**config.mk**
```make
export PLATFORM = sky130hd
export DESIGN_NAME = mem_arb
export DESIGN_NICKNAME = d
export VERILOG_FILES = /design/src/rtl/mem_arb_pkg.sv /design/src/rtl/mem_arb_pick.sv /design/src/rtl/mem_arb.sv
export SDC_FILE = /design/constraint.sdc
export NUM_CORES = 1
export LEC_CHECK = 0
export ABC_AREA = 0
export CAP_MARGIN = 20
export CELL_PAD_IN_SITES_DETAIL_PLACEMENT = 0
export CELL_PAD_IN_SITES_GLOBAL_PLACEMENT = 1
export CORE_ASPECT_RATIO = 1.2
export CORE_MARGIN = 8
export CORE_UTILIZATION = 11
export DETAILED_ROUTE_END_ITERATION = 10
export GPL_ROUTABILITY_DRIVEN = 0
export HOLD_SLACK_MARGIN = 0.12
export PLACE_DENSITY = 0.82
export SLEW_MARGIN = 20
export SYNTH_ARGS = -nofsm -noshare
export SYNTH_HDL_FRONTEND = slang
export SYNTH_SLANG_ARGS = --single-unit
```
**constraint.sdc**
```tcl
create_clock -name clk_i -period 2.1 [get_ports clk_i]
set_input_delay 0.42 -clock clk_i [delete_from_list [all_inputs] [get_ports clk_i]]
set_output_delay 0.42 -clock clk_i [all_outputs]
set_load 0.01 [all_outputs]
```
**src/rtl/mem_arb_pkg.sv**
```systemverilog
// Shared types and default widths for the mem_arb fetch/data memory-port arbiter.
// Build option MEM_ARB_RR_EN selects round-robin arbitration instead of data-over-fetch priority.
package mem_arb_pkg;

    localparam int unsigned AwDefault = 32;
    localparam int unsigned DwDefault = 32;

    typedef enum logic [1:0] {
        StIdle,
        StReq,
        StRsp
    } state_e;

    typedef enum logic {
        OwnF,
        OwnD
    } owner_e;

endpackage

```
**src/rtl/mem_arb_pick.sv**
```systemverilog
// Combinational winner selection between the fetch and data requesters.
// MEM_ARB_RR_EN: round-robin on contention; otherwise data always beats fetch.
module mem_arb_pick
    import mem_arb_pkg::*;
(
    input  logic   f_vld_i,
    input  logic   d_vld_i,
`ifdef MEM_ARB_RR_EN
    input  owner_e last_i,
`endif
    output logic   any_o,
    output owner_e win_o
);

    assign any_o = f_vld_i | d_vld_i;

    always_comb begin
        win_o = OwnF;
`ifdef MEM_ARB_RR_EN
        if (f_vld_i && d_vld_i) begin
            win_o = (last_i == OwnF) ? OwnD : OwnF;
        end else if (d_vld_i) begin
            win_o = OwnD;
        end
`else
        if (d_vld_i) begin
            win_o = OwnD;
        end
`endif
    end

endmodule

```
**src/rtl/mem_arb.sv**
```systemverilog
// Shares one memory port between fetch and data paths, one transaction outstanding at a time.
// Define MEM_ARB_RR_EN for round-robin arbitration (builds the last-grant register).
module mem_arb
    import mem_arb_pkg::*;
#(
    parameter int unsigned AW = AwDefault,
    parameter int unsigned DW = DwDefault
) (
    input  logic            clk_i,
    input  logic            rst_i,

    input  logic            f_req_vld_i,
    output logic            f_req_rdy_o,
    input  logic [AW-1:0]   f_req_addr_i,
    output logic            f_rsp_vld_o,
    input  logic            f_rsp_rdy_i,
    output logic [DW-1:0]   f_rsp_data_o,

    input  logic            d_req_vld_i,
    output logic            d_req_rdy_o,
    input  logic [AW-1:0]   d_req_addr_i,
    input  logic            d_req_wr_i,
    input  logic [DW-1:0]   d_req_wdata_i,
    input  logic [DW/8-1:0] d_req_wstrb_i,
    output logic            d_rsp_vld_o,
    input  logic            d_rsp_rdy_i,
    output logic [DW-1:0]   d_rsp_data_o,

    output logic            m_req_vld_o,
    input  logic            m_req_rdy_i,
    output logic [AW-1:0]   m_req_addr_o,
    output logic            m_req_wr_o,
    output logic [DW-1:0]   m_req_wdata_o,
    output logic [DW/8-1:0] m_req_wstrb_o,
    input  logic            m_rsp_vld_i,
    output logic            m_rsp_rdy_o,
    input  logic [DW-1:0]   m_rsp_data_i
);

    state_e state_q, state_d;
    owner_e owner_q, owner_d;
    owner_e win, cur_owner;
    logic   any_req, own_rsp_rdy, rsp_hs, arb_en, m_req_hs;

`ifdef MEM_ARB_RR_EN
    owner_e last_q, last_d;
`endif

    mem_arb_pick u_pick (
        .f_vld_i (f_req_vld_i),
        .d_vld_i (d_req_vld_i),
`ifdef MEM_ARB_RR_EN
        .last_i  (last_q),
`endif
        .any_o   (any_req),
        .win_o   (win)
    );

    assign own_rsp_rdy = (owner_q == OwnF) ? f_rsp_rdy_i : d_rsp_rdy_i;
    assign rsp_hs      = (state_q == StRsp) && m_rsp_vld_i && own_rsp_rdy;
    // A completing response frees the port, so a new winner may issue in the same cycle.
    assign arb_en      = (state_q == StIdle) || rsp_hs;
    assign cur_owner   = arb_en ? win : owner_q;

    always_comb begin
        m_req_vld_o   = !rst_i && ((arb_en && any_req) || (state_q == StReq));
        m_req_hs      = m_req_vld_o && m_req_rdy_i;
        m_req_addr_o  = '0;
        m_req_wr_o    = 1'b0;
        m_req_wdata_o = '0;
        m_req_wstrb_o = '0;
        if (m_req_vld_o) begin
            if (cur_owner == OwnD) begin
                m_req_addr_o  = d_req_addr_i;
                m_req_wr_o    = d_req_wr_i;
                m_req_wdata_o = d_req_wdata_i;
                m_req_wstrb_o = d_req_wstrb_i;
            end else begin
                m_req_addr_o  = f_req_addr_i;
            end
        end
        f_req_rdy_o  = m_req_hs && (cur_owner == OwnF);
        d_req_rdy_o  = m_req_hs && (cur_owner == OwnD);

        m_rsp_rdy_o  = !rst_i && (state_q == StRsp) && own_rsp_rdy;
        f_rsp_vld_o  = !rst_i && (state_q == StRsp) && (owner_q == OwnF) && m_rsp_vld_i;
        d_rsp_vld_o  = !rst_i && (state_q == StRsp) && (owner_q == OwnD) && m_rsp_vld_i;
        f_rsp_data_o = f_rsp_vld_o ? m_rsp_data_i : '0;
        d_rsp_data_o = d_rsp_vld_o ? m_rsp_data_i : '0;
    end

    always_comb begin
        state_d = state_q;
        owner_d = owner_q;
        unique case (state_q)
            StIdle: begin
                if (any_req) begin
                    owner_d = win;
                    state_d = m_req_rdy_i ? StRsp : StReq;
                end
            end
            StReq: begin
                if (m_req_rdy_i) begin
                    state_d = StRsp;
                end
            end
            StRsp: begin
                if (rsp_hs) begin
                    if (any_req) begin
                        owner_d = win;
                        state_d = m_req_rdy_i ? StRsp : StReq;
                    end else begin
                        state_d = StIdle;
                    end
                end
            end
            default: state_d = StIdle;
        endcase
    end

`ifdef MEM_ARB_RR_EN
    assign last_d = m_req_hs ? cur_owner : last_q;
`endif

    always_ff @(posedge clk_i) begin
        if (rst_i) begin
            state_q <= StIdle;
            owner_q <= OwnF;
`ifdef MEM_ARB_RR_EN
            last_q  <= OwnD;
`endif
        end else begin
            state_q <= state_d;
            owner_q <= owner_d;
`ifdef MEM_ARB_RR_EN
            last_q  <= last_d;
`endif
        end
    end

endmodule

```
Word level (Yosys, flattened, before mapping). Index checks and enable logic that the tools add are counted.

Input bits: 141. Register bits: 3. Word-level logic and storage cells: 52. Output and inout bits: 139.

Reductions and logical operators: 20. Eq/ne operators: 5. Bitwise operators: 3. Mux-type cells: 22.

Operators by type and width (number): $mux 32 (6); $logic_and 1x1->1 (13); $mux 2 (5); $mux 4 (2); $mux 1 (7); $ne 2x2->1 const B (3); $pmux 2 s3 (1); $reduce_and 3->1 (1); $eq 2x1->1 const B (1); $eq 2x2->1 const B (1); $logic_not 2->1 (1); $logic_or 1x1->1 (2); $not 1->1 (2); $pmux 1 s2 (1); $reduce_and 2->1 (1); $reduce_bool 2->1 (1); $logic_not 1->1 (1); $or 1x1->1 (1).

Longest topological paths before layout.
Word-level depth: 9. Mapped depth: 7. Mapped depth without buffers: 4.

Cells and area by module. Synthesis repeated with hierarchy kept, for this count alone.

Cells, all modules: 255. Area total of the unflattened synthesis: 1619.1 um2.

Modules (own cells, without submodules): mem_arb (cells an instance 253, area each 1605.3 um2, times used 1, seq. area each 60.1 um2); mem_arb_pick (cells an instance 2, area each 13.8 um2, times used 1, seq. area each 0.0 um2).

Least setup slack after synthesis. OpenSTA, ideal clock, no wires.

Kind: reg-to-output. Start point: register owner_q. End point: output m_req_addr_o[23]. Arrival: 1.432 ns. Stages on the path, launching flop included: 7. Slack: 0.248 ns. Required time: 1.680 ns. Path buffers: 2. Path through: dfxtp_1 > buf_6 > mux2_4 > a21oi_4 > buf_6 > nand3_1 > a21oi_1.

Word-level cells in the longest chain between the ends: 7. Elaborated cells on any way between the ends: 9. Those cells by class: mux (4); reduce/logical (5).

RTL lines: start, declared (RTL line mem_arb.sv:41) `owner_e owner_q, owner_d;`; start signal, assigned (RTL line mem_arb.sv:128) `owner_q <= OwnF;`; start signal, assigned (RTL line mem_arb.sv:134) `owner_q <= owner_d;`; $mux 1 (RTL line mem_arb.sv:59) `assign own_rsp_rdy = (owner_q == OwnF) ? f_rsp_rdy_i : d_rsp_rdy_i;`; $logic_and 1x1->1 (RTL line mem_arb.sv:60) `assign rsp_hs = (state_q == StRsp) && m_rsp_vld_i && own_rsp_rdy;`; $logic_or 1x1->1 (RTL line mem_arb.sv:62) `assign arb_en = (state_q == StIdle) || rsp_hs;`; $logic_and 1x1->1 (RTL line mem_arb.sv:66) `m_req_vld_o = !rst_i && ((arb_en && any_req) || (state_q == StReq));`; $logic_or 1x1->1 (RTL line mem_arb.sv:66); $logic_and 1x1->1 (RTL line mem_arb.sv:66); $mux 32 * (RTL line mem_arb.sv:72) `if (m_req_vld_o) begin`; end, declared (RTL line mem_arb.sv:31) `output logic [AW-1:0] m_req_addr_o,`.

Every way passes the cells marked *; elsewhere a longest branch is shown, timed or not.

Worst setup path after layout.
Start point: register owner_q. End point: output m_req_addr_o[30].

The elaborated chain is that of the path after synthesis.

==> results.yml <==
run_status:
  status: "finished with violations"
  failed_checks: "setup timing"
worst_setup_path:
  cp.arrival_ps: 1860
  slowest_delay_ps: 350
  crit_fanout: 6
  slowest_stage: "dfxtp_4"
  cp-start-kind: "register"
  critPathKind: "register to output port"
  crit_chain: "buf_6 -> buf_6 -> mux2i_4 -> o31ai_4 -> nand2_4 -> buf_8 -> a21oi_2 -> buf_2"
  critical-path-top-delay-family: "buffers and inverters"
  critPathMostFrequentCell: "buf_6"
  worstPathRequired_ps: 1680
  end_kind: "output port"
  path_buf_inv: 4
sta:
  worstMarginPinSlew_ps: 314
  final_max_slew_viol_count: 0
  setup_violations: 103
  setup_slack_ps: -183
  fin_crit_ps: 2280
  grt_setup_unrepaired: "true"
  finalSetupTns_ps: -7840
  skew_ps: 1.27
  slew_headroom: 0.789
  fmax_mhz: 438
  period_share: 1.09
  hold_violations: 0
drt:
  drt-initial-drc-count: 125
  wirelength_um: 14600
  drcViolationCount: 0
  wire_per_inst_um: 19.1
  num_vias: 3285
  dr.pass1.iters: 4
  postRouteAntennaNets: 0
  viasPerCell: 4.29
synth:
  yosysUniqueCellTypes: 32
  yosysMostFrequentCell: "and2_1"
  synth-async-reset-ratio: 0
  syn-cell-area_um2: 1620
  synth-seq-cells: 3
  synth_top_area_cell: "and2_1"
  synth_nets: 408
  postSynthCellCount: 267
  ys_top_cells_by_area: "and2_1 40%, nand3_1 11%, a21oi_1 10%"
  synth_edf_count: 0
  synth_top_area_frac: 0.395
  syn_avg_cell_area_um2: 6.05
  synth-main-ff-cell: "dfxtp_1"
  synthTopCellsByCount: "102 x and2_1, 34 x nand3_1, 33 x a21oi_1, 28 x o21ai_0, 11 x buf_2"
  yosysSeqAreaShare: 0.0372
  yosysWarnings: 0
grt:
  gr-usage-all-layers: 0.133
  grt_pass1_wl_um: 20100
  grt_max_degree: 34
  grt_pass1_vias: 3557
  antenna_found_initial: 1
  gr-total-overflow: 0
floorplan:
  num_rows: 48
  dieArea_um2: 18800
  ios: 280
  die_h_um: 149
  start_util: 0.113
  die_w_um: 127
  coreArea_um2: 14400
clock_network:
  cts_tree: "done"
  cts-htree-levels: 1
  clk_pin_slew_worst_paths_ps: 30
  clk_latency_ps: 230
  cts_buffers: 3
  cts_buffer_depth: 2
  ctsRootBufferMaster: "clkbuf_16"
  clock-sinks: 3
place:
  dp_cells: 717
  hpwl_um: 10300
  place_area_um2: 4750
  dp_slack_ps: -798
  portBuffers: 279
final_layout:
  seqCellArea_um2: 68.8
  finalNetCount: 731
  drive_gt1_frac: 0.643
  multiInputGateArea_um2: 1970
  syn_to_final_growth_pct: 268
  design_area_um2: 5950
  finalNonFillerCells: 765
  fill_cells: 1414
worst_hold_path:
  hold_path.class: "primary input to register"
pwr:
  peakVddDrop_mv: 0.202
  p_per_area_nw_per_um2: 290
  total_leakage_power_nw: 2.65
flow_run:
  cap_violations: 0
==> worst reg2reg max path: stages (launching register included) <==
cell	delay, ps
dfxtp_4	370
mux2_4	330
a21oi_4	180
buf_12	130
buf_16	110
buf_8	110
buf_4	120
buf_4	100
a31oi_1	70
==> cells by family (layout without fill, tap and decap cells) <==
group / Yosys count / after routing / share of synthesized area
buf+inv: 32 / 354 / 0.119
other cells: 0 / 1 / 0
compound gates: 79 / 79 / 0.272
mux: 3 / 3 / 0.0217
simple gates: 150 / 150 / 0.551
flops: 3 / 3 / 0.0372
==> path summary, 6_finish.rpt <==
kind	start	end	slack, ps	cells past startpoint
max	owner_q$_SDFFE_PP0P_	m_req_addr_o[30]	-180	8
min	rst_i	owner_q$_SDFFE_PP0P_	670	3
max reg2reg	owner_q$_SDFFE_PP0P_	owner_q$_SDFFE_PP0P_	470	8
min reg2reg	state_q[1]$_SDFFE_PP0P_	owner_q$_SDFFE_PP0P_	710	3
==> sequential cells by signal, indices dropped and copies added, names as in the netlist <==
name and flops:
state_q 2, owner_q 1
==> placed cells by master (no fill, tap or decap), types with 4 or more instances in the layout <==
cell / Yosys / layout
clkdlybuf4s50_1: 0 / 136
buf_6: 6 / 101
and2_4: 0 / 78
buf_2: 11 / 52
a21oi_2: 0 / 29
and2_1: 102 / 24
buf_4: 3 / 24
o21ai_2: 1 / 22
nand3_1: 34 / 21
nand3_2: 0 / 12
buf_12: 0 / 12
o21ai_1: 8 / 10
clkbuf_16: 0 / 9
buf_8: 0 / 7
buf_16: 0 / 5
a21oi_4: 1 / 4
==> power breakdown <==
| group | switching [mW] | internal (mW) | leakage [nW] |
|---|---|---|---|
| registers | 0.00982 | 0.0632 | 0.0264 |
| logic | 0.551 | 0.794 | 2.59 |
| clock network | 0.0586 | 0.251 | 0.0382 |
| total | 0.619 | 1.11 | 2.65 |
==> metrics by stage <==
stage	hold slack [ps]	util	total power, mW
6_report	672	0.415	1.73
5_1_grt	695	0.414	1.81
4_1_cts	667	0.351	1.46
3_5_place_dp	703	0.331	1.03
3_3_place_gp	703	0.331	1.01
2_1_floorplan	489	-	0.413
==> repair_timing <==
action,CTS,global route
gates cloned,10,7
buffers inserted,27,6
gates resized for setup,702,223
pin swaps,51,53
hold buffers,0,0
setup endpoints to repair,139,138
==> layer usage <==
layer | global-route usage | share of wire | vias up
li1 | - | - | 1553
met1 | 0.126 | 0.36 | 1516
met2 | 0.262 | 0.53 | 196
met3 | 0.0486 | 0.088 | 20
met4 | 0.0374 | 0.020 | 0
met5 | 0 | 0 | -
==> final cells by class <==
type,instances,share of cell area
repair buffers,346,0.604
flip-flops and latches,3,0.0116
diodes,1,0.000421
inverters,4,0.00252
clock buffers,4,0.0132
multi-input cells,232,0.331
well taps,175,0.0368
No activity file was read; power rests on OpenSTA's default activity.
